<file path="config.mk">
export PLATFORM = sky130hd
export DESIGN_NAME = csr_result_reporter
export DESIGN_NICKNAME = d
export VERILOG_FILES = /design/src/rtl/csr_report_pkg.sv /design/src/rtl/csr_result_reporter.sv
export SDC_FILE = /design/constraint.sdc
export NUM_CORES = 1
export LEC_CHECK = 0
export CAP_MARGIN = 10
export CORE_AREA = 3 3 102 104
export CTS_BUF_LIST = sky130_fd_sc_hd__clkbuf_4 sky130_fd_sc_hd__clkbuf_8
export DETAILED_ROUTE_END_ITERATION = 10
export DIE_AREA = 0 0 105 107
export DONT_BUFFER_PORTS = 1
export HOLD_SLACK_MARGIN = 0.15
export PLACE_DENSITY = 0.75
export SYNTH_ARGS = -nofsm -noshare
export SYNTH_HDL_FRONTEND = slang
export SYNTH_SLANG_ARGS = --single-unit
</file>
<file path="constraint.sdc">
create_clock -name clk -period 4.75 [get_ports clk]
set_input_delay 0.95 -clock clk [delete_from_list [all_inputs] [get_ports clk]]
set_output_delay 0.95 -clock clk [all_outputs]
set_load 0.05 [all_outputs]
</file>
<file path="src/rtl/csr_report_pkg.sv">
// csr_report_pkg
// Shared definitions for csr_result_reporter:
//   - state_t    : reporter FSM states
//   - ASCII_*    : characters used in the report messages
//   - VAL_LAST / TO_LAST : index of the final byte of each message type
//   - hex_ascii  : 4-bit nibble to uppercase ASCII hex digit
package csr_report_pkg;

    typedef enum logic [1:0] {
        IDLE     = 2'd0,
        SEND_VAL = 2'd1,
        SEND_TO  = 2'd2
    } state_t;

    localparam logic [7:0] ASCII_P  = 8'h50;
    localparam logic [7:0] ASCII_F  = 8'h46;
    localparam logic [7:0] ASCII_T  = 8'h54;
    localparam logic [7:0] ASCII_O  = 8'h4F;
    localparam logic [7:0] ASCII_SP = 8'h20;
    localparam logic [7:0] ASCII_CR = 8'h0D;
    localparam logic [7:0] ASCII_LF = 8'h0A;

    // Value message: verdict, space, 8 hex digits, CR, LF (12 bytes).
    // Timeout message: 'T', 'O', CR, LF (4 bytes).
    localparam logic [3:0] VAL_LAST = 4'd11;
    localparam logic [3:0] TO_LAST  = 4'd3;

    function automatic logic [7:0] hex_ascii(input logic [3:0] nibble);
        if (nibble < 4'd10) begin
            return 8'h30 + {4'h0, nibble};
        end
        // 'A' (8'h41) minus 10
        return 8'h37 + {4'h0, nibble};
    endfunction

endpackage

</file>
<file path="src/rtl/csr_result_reporter.sv">
// csr_result_reporter
// Watches the CPU tohost CSR, latches a sticky pass/fail verdict on the first
// nonzero value, runs a post-reset watchdog and streams an ASCII report of
// every new nonzero value (and of a watchdog expiry) to a UART transmitter.
//
// Ports:
//   clk       in   1   single clock
//   rst       in   1   synchronous, active-high reset
//   csr       in  32   CPU tohost CSR value
//   tx_data   out  8   ASCII byte to transmitter (registered)
//   tx_valid  out  1   tx_data is valid (registered)
//   tx_ready  in   1   transmitter accepts the byte this cycle
//   done      out  1   sticky: first nonzero csr seen
//   pass      out  1   sticky: first nonzero csr was exactly 1
//   fail      out  1   sticky: first nonzero csr was not 1
//   timeout   out  1   sticky: watchdog expired before done
//
// Handshake: a byte transfers on every rising edge where tx_valid && tx_ready.
// Once tx_valid is raised, tx_valid and tx_data hold steady until that
// transfer happens; tx_valid never drops without a transfer except on reset.
module csr_result_reporter
    import csr_report_pkg::*;
#(
    parameter int TIMEOUT_CYCLES = 1000
) (
    input  logic        clk,
    input  logic        rst,
    input  logic [31:0] csr,
    output logic [7:0]  tx_data,
    output logic        tx_valid,
    input  logic        tx_ready,
    output logic        done,
    output logic        pass,
    output logic        fail,
    output logic        timeout
);

    localparam int               CNT_W   = $clog2(TIMEOUT_CYCLES + 1);
    localparam logic [CNT_W-1:0] CNT_MAX = CNT_W'(TIMEOUT_CYCLES);

    logic [31:0]      csr_q;
    logic [31:0]      pending_val;
    logic             pending_valid;
    logic             to_pending;
    logic [CNT_W-1:0] cnt;
    logic [31:0]      msg_val;
    logic [3:0]       idx;
    state_t           state;

    state_t           state_n;
    logic [3:0]       idx_n;
    logic [31:0]      msg_val_n;
    logic [7:0]       tx_data_n;
    logic             tx_valid_n;
    logic             take_val;
    logic             take_to;

    logic             evt;
    logic             to_fire;

    // Byte idx of the message being sent; digits are taken MSB-first.
    function automatic logic [7:0] msg_byte(input logic is_to,
                                            input logic [3:0] i,
                                            input logic [31:0] val);
        logic [7:0]  b;
        logic [3:0]  inv;
        logic [31:0] sh;
        b   = ASCII_LF;
        inv = 4'd9 - i;
        sh  = val >> {inv, 2'b00};
        if (is_to) begin
            case (i)
                4'd0:    b = ASCII_T;
                4'd1:    b = ASCII_O;
                4'd2:    b = ASCII_CR;
                default: b = ASCII_LF;
            endcase
        end else begin
            case (i)
                4'd0:    b = (val == 32'h1) ? ASCII_P : ASCII_F;
                4'd1:    b = ASCII_SP;
                4'd10:   b = ASCII_CR;
                4'd11:   b = ASCII_LF;
                default: b = hex_ascii(sh[3:0]);
            endcase
        end
        return b;
    endfunction

    assign evt     = (csr != 32'h0) && (csr != csr_q);
    // An event in the expiry cycle wins; the !timeout term makes it one-shot.
    assign to_fire = (cnt == CNT_MAX) && !done && !timeout && !evt;

    always_comb begin
        state_n    = state;
        idx_n      = idx;
        msg_val_n  = msg_val;
        tx_data_n  = tx_data;
        tx_valid_n = tx_valid;
        take_val   = 1'b0;
        take_to    = 1'b0;
        case (state)
            IDLE: begin
                // The first byte is loaded on the leaving edge so tx_valid
                // rises together with the state change.
                if (to_pending) begin
                    state_n    = SEND_TO;
                    idx_n      = 4'd0;
                    take_to    = 1'b1;
                    tx_data_n  = msg_byte(1'b1, 4'd0, 32'h0);
                    tx_valid_n = 1'b1;
                end else if (pending_valid) begin
                    state_n    = SEND_VAL;
                    idx_n      = 4'd0;
                    msg_val_n  = pending_val;
                    take_val   = 1'b1;
                    tx_data_n  = msg_byte(1'b0, 4'd0, pending_val);
                    tx_valid_n = 1'b1;
                end
            end
            SEND_VAL, SEND_TO: begin
                if (tx_valid && tx_ready) begin
                    if (idx == ((state == SEND_TO) ? TO_LAST : VAL_LAST)) begin
                        state_n    = IDLE;
                        idx_n      = 4'd0;
                        tx_valid_n = 1'b0;
                    end else begin
                        idx_n     = idx + 4'd1;
                        tx_data_n = msg_byte(state == SEND_TO, idx + 4'd1, msg_val);
                    end
                end
            end
            default: begin
                state_n    = IDLE;
                tx_valid_n = 1'b0;
            end
        endcase
    end

    always_ff @(posedge clk) begin
        if (rst) begin
            state         <= IDLE;
            idx           <= 4'd0;
            msg_val       <= 32'h0;
            tx_data       <= 8'h0;
            tx_valid      <= 1'b0;
            csr_q         <= 32'h0;
            pending_val   <= 32'h0;
            pending_valid <= 1'b0;
            to_pending    <= 1'b0;
            cnt           <= '0;
            done          <= 1'b0;
            pass          <= 1'b0;
            fail          <= 1'b0;
            timeout       <= 1'b0;
        end else begin
            state    <= state_n;
            idx      <= idx_n;
            msg_val  <= msg_val_n;
            tx_data  <= tx_data_n;
            tx_valid <= tx_valid_n;
            csr_q    <= csr;

            if (cnt != CNT_MAX) begin
                cnt <= cnt + 1'b1;
            end

            // A new event overrides the clear from the FSM taking the value.
            if (evt) begin
                pending_val   <= csr;
                pending_valid <= 1'b1;
            end else if (take_val) begin
                pending_valid <= 1'b0;
            end

            if (evt && !done) begin
                done <= 1'b1;
                pass <= (csr == 32'h1);
                fail <= (csr != 32'h1);
            end

            if (to_fire) begin
                timeout    <= 1'b1;
                to_pending <= 1'b1;
            end else if (take_to) begin
                to_pending <= 1'b0;
            end
        end
    end

endmodule

</file>
==> impl_metrics.yaml <==
route:
  wire_per_inst_um: 16.78
  drc: 0
  num_vias: 4512
  drt-total-wl_um: 12920
  ant_nets: 0
  avgViaCountPerCell: 5.860
  firstDrtPassIters: 5
  drt_iter0_markers: 286
clock_network:
  cts_resized: 0
  cts_tree: "yes"
  cts-root-buf: "clkbuf_8"
  numClockSinks: 126
  cts-buffers-inserted: 17
  cts.clk_slew.worst_paths_ns: 0.08
  clockBufferDepth: 2
  insertion_delay_ns: 0.43
  post-cts-setup-buffer-count: 0
  cts_max_level: 4
  cts_hold_repair.buffers: 0
worst_hold_path:
  worstHoldPathType: "flop to flop"
  whs_path_depth: 2
  worst_hold_path.endpoint: "state[0]$_SDFFE_PP0P_"
  worstHoldStart: "state[0]$_SDFFE_PP0P_"
outcome:
  status: "complete, no violations"
worst_setup_path:
  crit_path_max_fanout: 11
  crit_type: "flop to flop"
  setup.worst_path.start_class: "flop"
  worstRegToRegCells: 12
  cp_slowest_cell: "ha_1"
  max_stage_delay_ns: 0.67
  r2r-end: "tx_data[1]$_SDFFE_PP0P_"
  endpoint_kind: "flop"
  crit_chain: "clkinv_1 > ha_1 > inv_1 > ha_1 > mux4_2 > mux2_2 > nand2_1 > ha_1 > nand2_1 > nand4_1 > a311oi_1 > o221a_1"
  critPathArrivalTime_ns: 4.19
  ff2ff_setup_slack_ns: 0.93
  r2r_start: "idx[0]$_SDFFE_PP0P_"
  path_delay_family: "adder cells"
  critical_path.most_common_cell: "ha_1"
  crit_buf_inv: 2
  required_ns: 5.13
synth:
  syn-cell-area_um2: 5751
  synth-seq-cells: 126
  synth_top_area_share_pct: 43.86
  synth_cell_type_count: 59
  async_flop_share_pct: 0
  yosysWarnings: 0
  synth_area_leaders: "dfxtp_1 (44%), nand2_1 (6.1%), mux2i_1 (5.9%)"
  ys_seq_area_share_pct: 43.86
  synthFlopType: "dfxtp_1"
  yosys.area.top_type: "dfxtp_1"
  synth.avg_cell_area_um2: 8.999
  syn_nets: 685
  synth_edf_count: 0
  netlist_instances: 639
sta:
  setup_tns_ns: 0
  fmax_ghz: 0.2620
  setup_viol: 0
  grt_setup_unrepaired: "no"
  hold_viol: 0
  post-route-period-util_pct: 80.35
  worst_pin_slew_ns: 1.023
  whs_ns: 0.4570
  worst_slack_ns: 0.9333
  slew_headroom_pct: 31.81
  min_period_ns: 3.817
  finClkSkew_ns: 0.01068
  drv_slew: 0
power:
  leakage_nw: 2.401
  powerDensity_nw_per_um2: 419.4
  p_total_mw: 2.588
  peakVddDrop_mv: 0.3955
global_route:
  grt_pass1_wl_um: 21810
  antenna_found_initial: 0
  grt_start_max_net_pins: 125
  grt_pass1_vias: 4418
  track_usage_pct: 24.37
  overflow: 0
finish:
  final_area_um2: 6170
  drive_gt1_share_pct: 8.948
  area_delta_synth_final_pct: 7.289
  final_cell_mix: "dfxtp_1 (126), nand2_1 (93), nor2_1 (59), a21oi_1 (48)"
  nets: 670
  antenna_cells: 0
  layout_commonest_cell: "dfxtp_1"
place:
  pre_cts_ws_ns: 0.9454
  port_buffers: 0
  place.gp.congestion: 0.8417
  place_hpwl_um: 9342
  place_area_um2: 5774
die:
  fp.dieW_um: 105
  core_um2: 9639
  die_area_um2: 11240
  pin_count: 48
  die_h_um: 107
  rows: 36
  start_util_pct: 59.66
flow_run:
  drv_cap: 0
## stage by stage
step           util, %  instances
3_5_place_dp     59.90        738
5_1_grt          64.01        770
3_3_place_gp     59.90        738
6_report         64.01        770
2_1_floorplan        -        639
4_1_cts          64.01        770
## cells by family after synthesis
| logic type | after synthesis | share of synthesized area [%] |
|---|---|---|
| adder cells (fa/ha/maj) | 11 | 2.393 |
| flip-flops | 126 | 43.86 |
| AND/OR/NAND/NOR | 271 | 22.95 |
| XOR/XNOR | 43 | 6.788 |
| AO/OA/AOI/OAI | 93 | 10.18 |
| other | 1 | 0.06521 |
| buffers and inverters | 46 | 3.460 |
| multiplexers | 48 | 10.29 |
## synthesized netlist by cell type, drive strengths merged, types with 11 or more instances
| cell | count |
|---|---|
| a21oi | 49 |
| clkbuf | 25 |
| dfxtp | 126 |
| ha | 11 |
| mux2i | 34 |
| nand2 | 93 |
| nand4 | 15 |
| nor2 | 59 |
| nor2b | 35 |
| nor3 | 12 |
| nor4 | 25 |
| o21ai | 14 |
| xnor2 | 35 |
## registers in the layout, summed over array words and instances (netlist names)
register	cells
cnt	10
csr_q	32
done	1
fail	1
idx	4
msg_val	32
pass	1
pending_val	32
pending_valid	1
state	2
timeout	1
to_pending	1
tx_data	7
tx_valid	1
## worst max-delay path by stage
stage	end	startpoint	depth (start not counted)	slack, ns
6_report	tx_data[1]$_SDFFE_PP0P_	idx[0]$_SDFFE_PP0P_	12	0.93
5_1_grt	tx_data[1]$_SDFFE_PP0P_	idx[0]$_SDFFE_PP0P_	12	0.54
4_1_cts	tx_data[1]$_SDFFE_PP0P_	idx[0]$_SDFFE_PP0P_	12	0.91
3_5_place_dp	tx_data[1]$_SDFFE_PP0P_	idx[0]$_SDFFE_PP0P_	12	0.95
3_3_place_gp	tx_data[1]$_SDFFE_PP0P_	idx[0]$_SDFFE_PP0P_	12	1.02
2_1_floorplan	tx_data[1]$_SDFFE_PP0P_	idx[0]$_SDFFE_PP0P_	15	1.52
## area by class of cell
type	count	area, um^2
fill	836	3470
multi-input combinational	467	3037
sequential	126	2522
clock buffer	19	255.2
tap	133	166.4
clock inverter	13	140.1
inverter	11	41.29
timing repair buffer	1	7.507
## routing by layer
metal / vias up / track usage (%) / share of wire, %
met1: 2171 / 30.42 / 44
met2: 135 / 41.06 / 49
met3: 19 / 5.960 / 4.7
met4: 0 / 8.903 / 1.6
li1: 2187 / - / -
met5: - / 0 / 0
## tightest hold or removal path, cell delays in order, from the launching register on
cell,delay [ns]
dfxtp_1,0.31
nand2_1,0.05
a21oi_1,0.05
## power by group
part / switching [mW] / internal (mW) / total [mW]
Clock: 0.432 / 0.487 / 0.919
Combinational: 0.234 / 0.172 / 0.406
Sequential: 0.130 / 1.13 / 1.26
No activity file was read; power rests on OpenSTA's default activity.
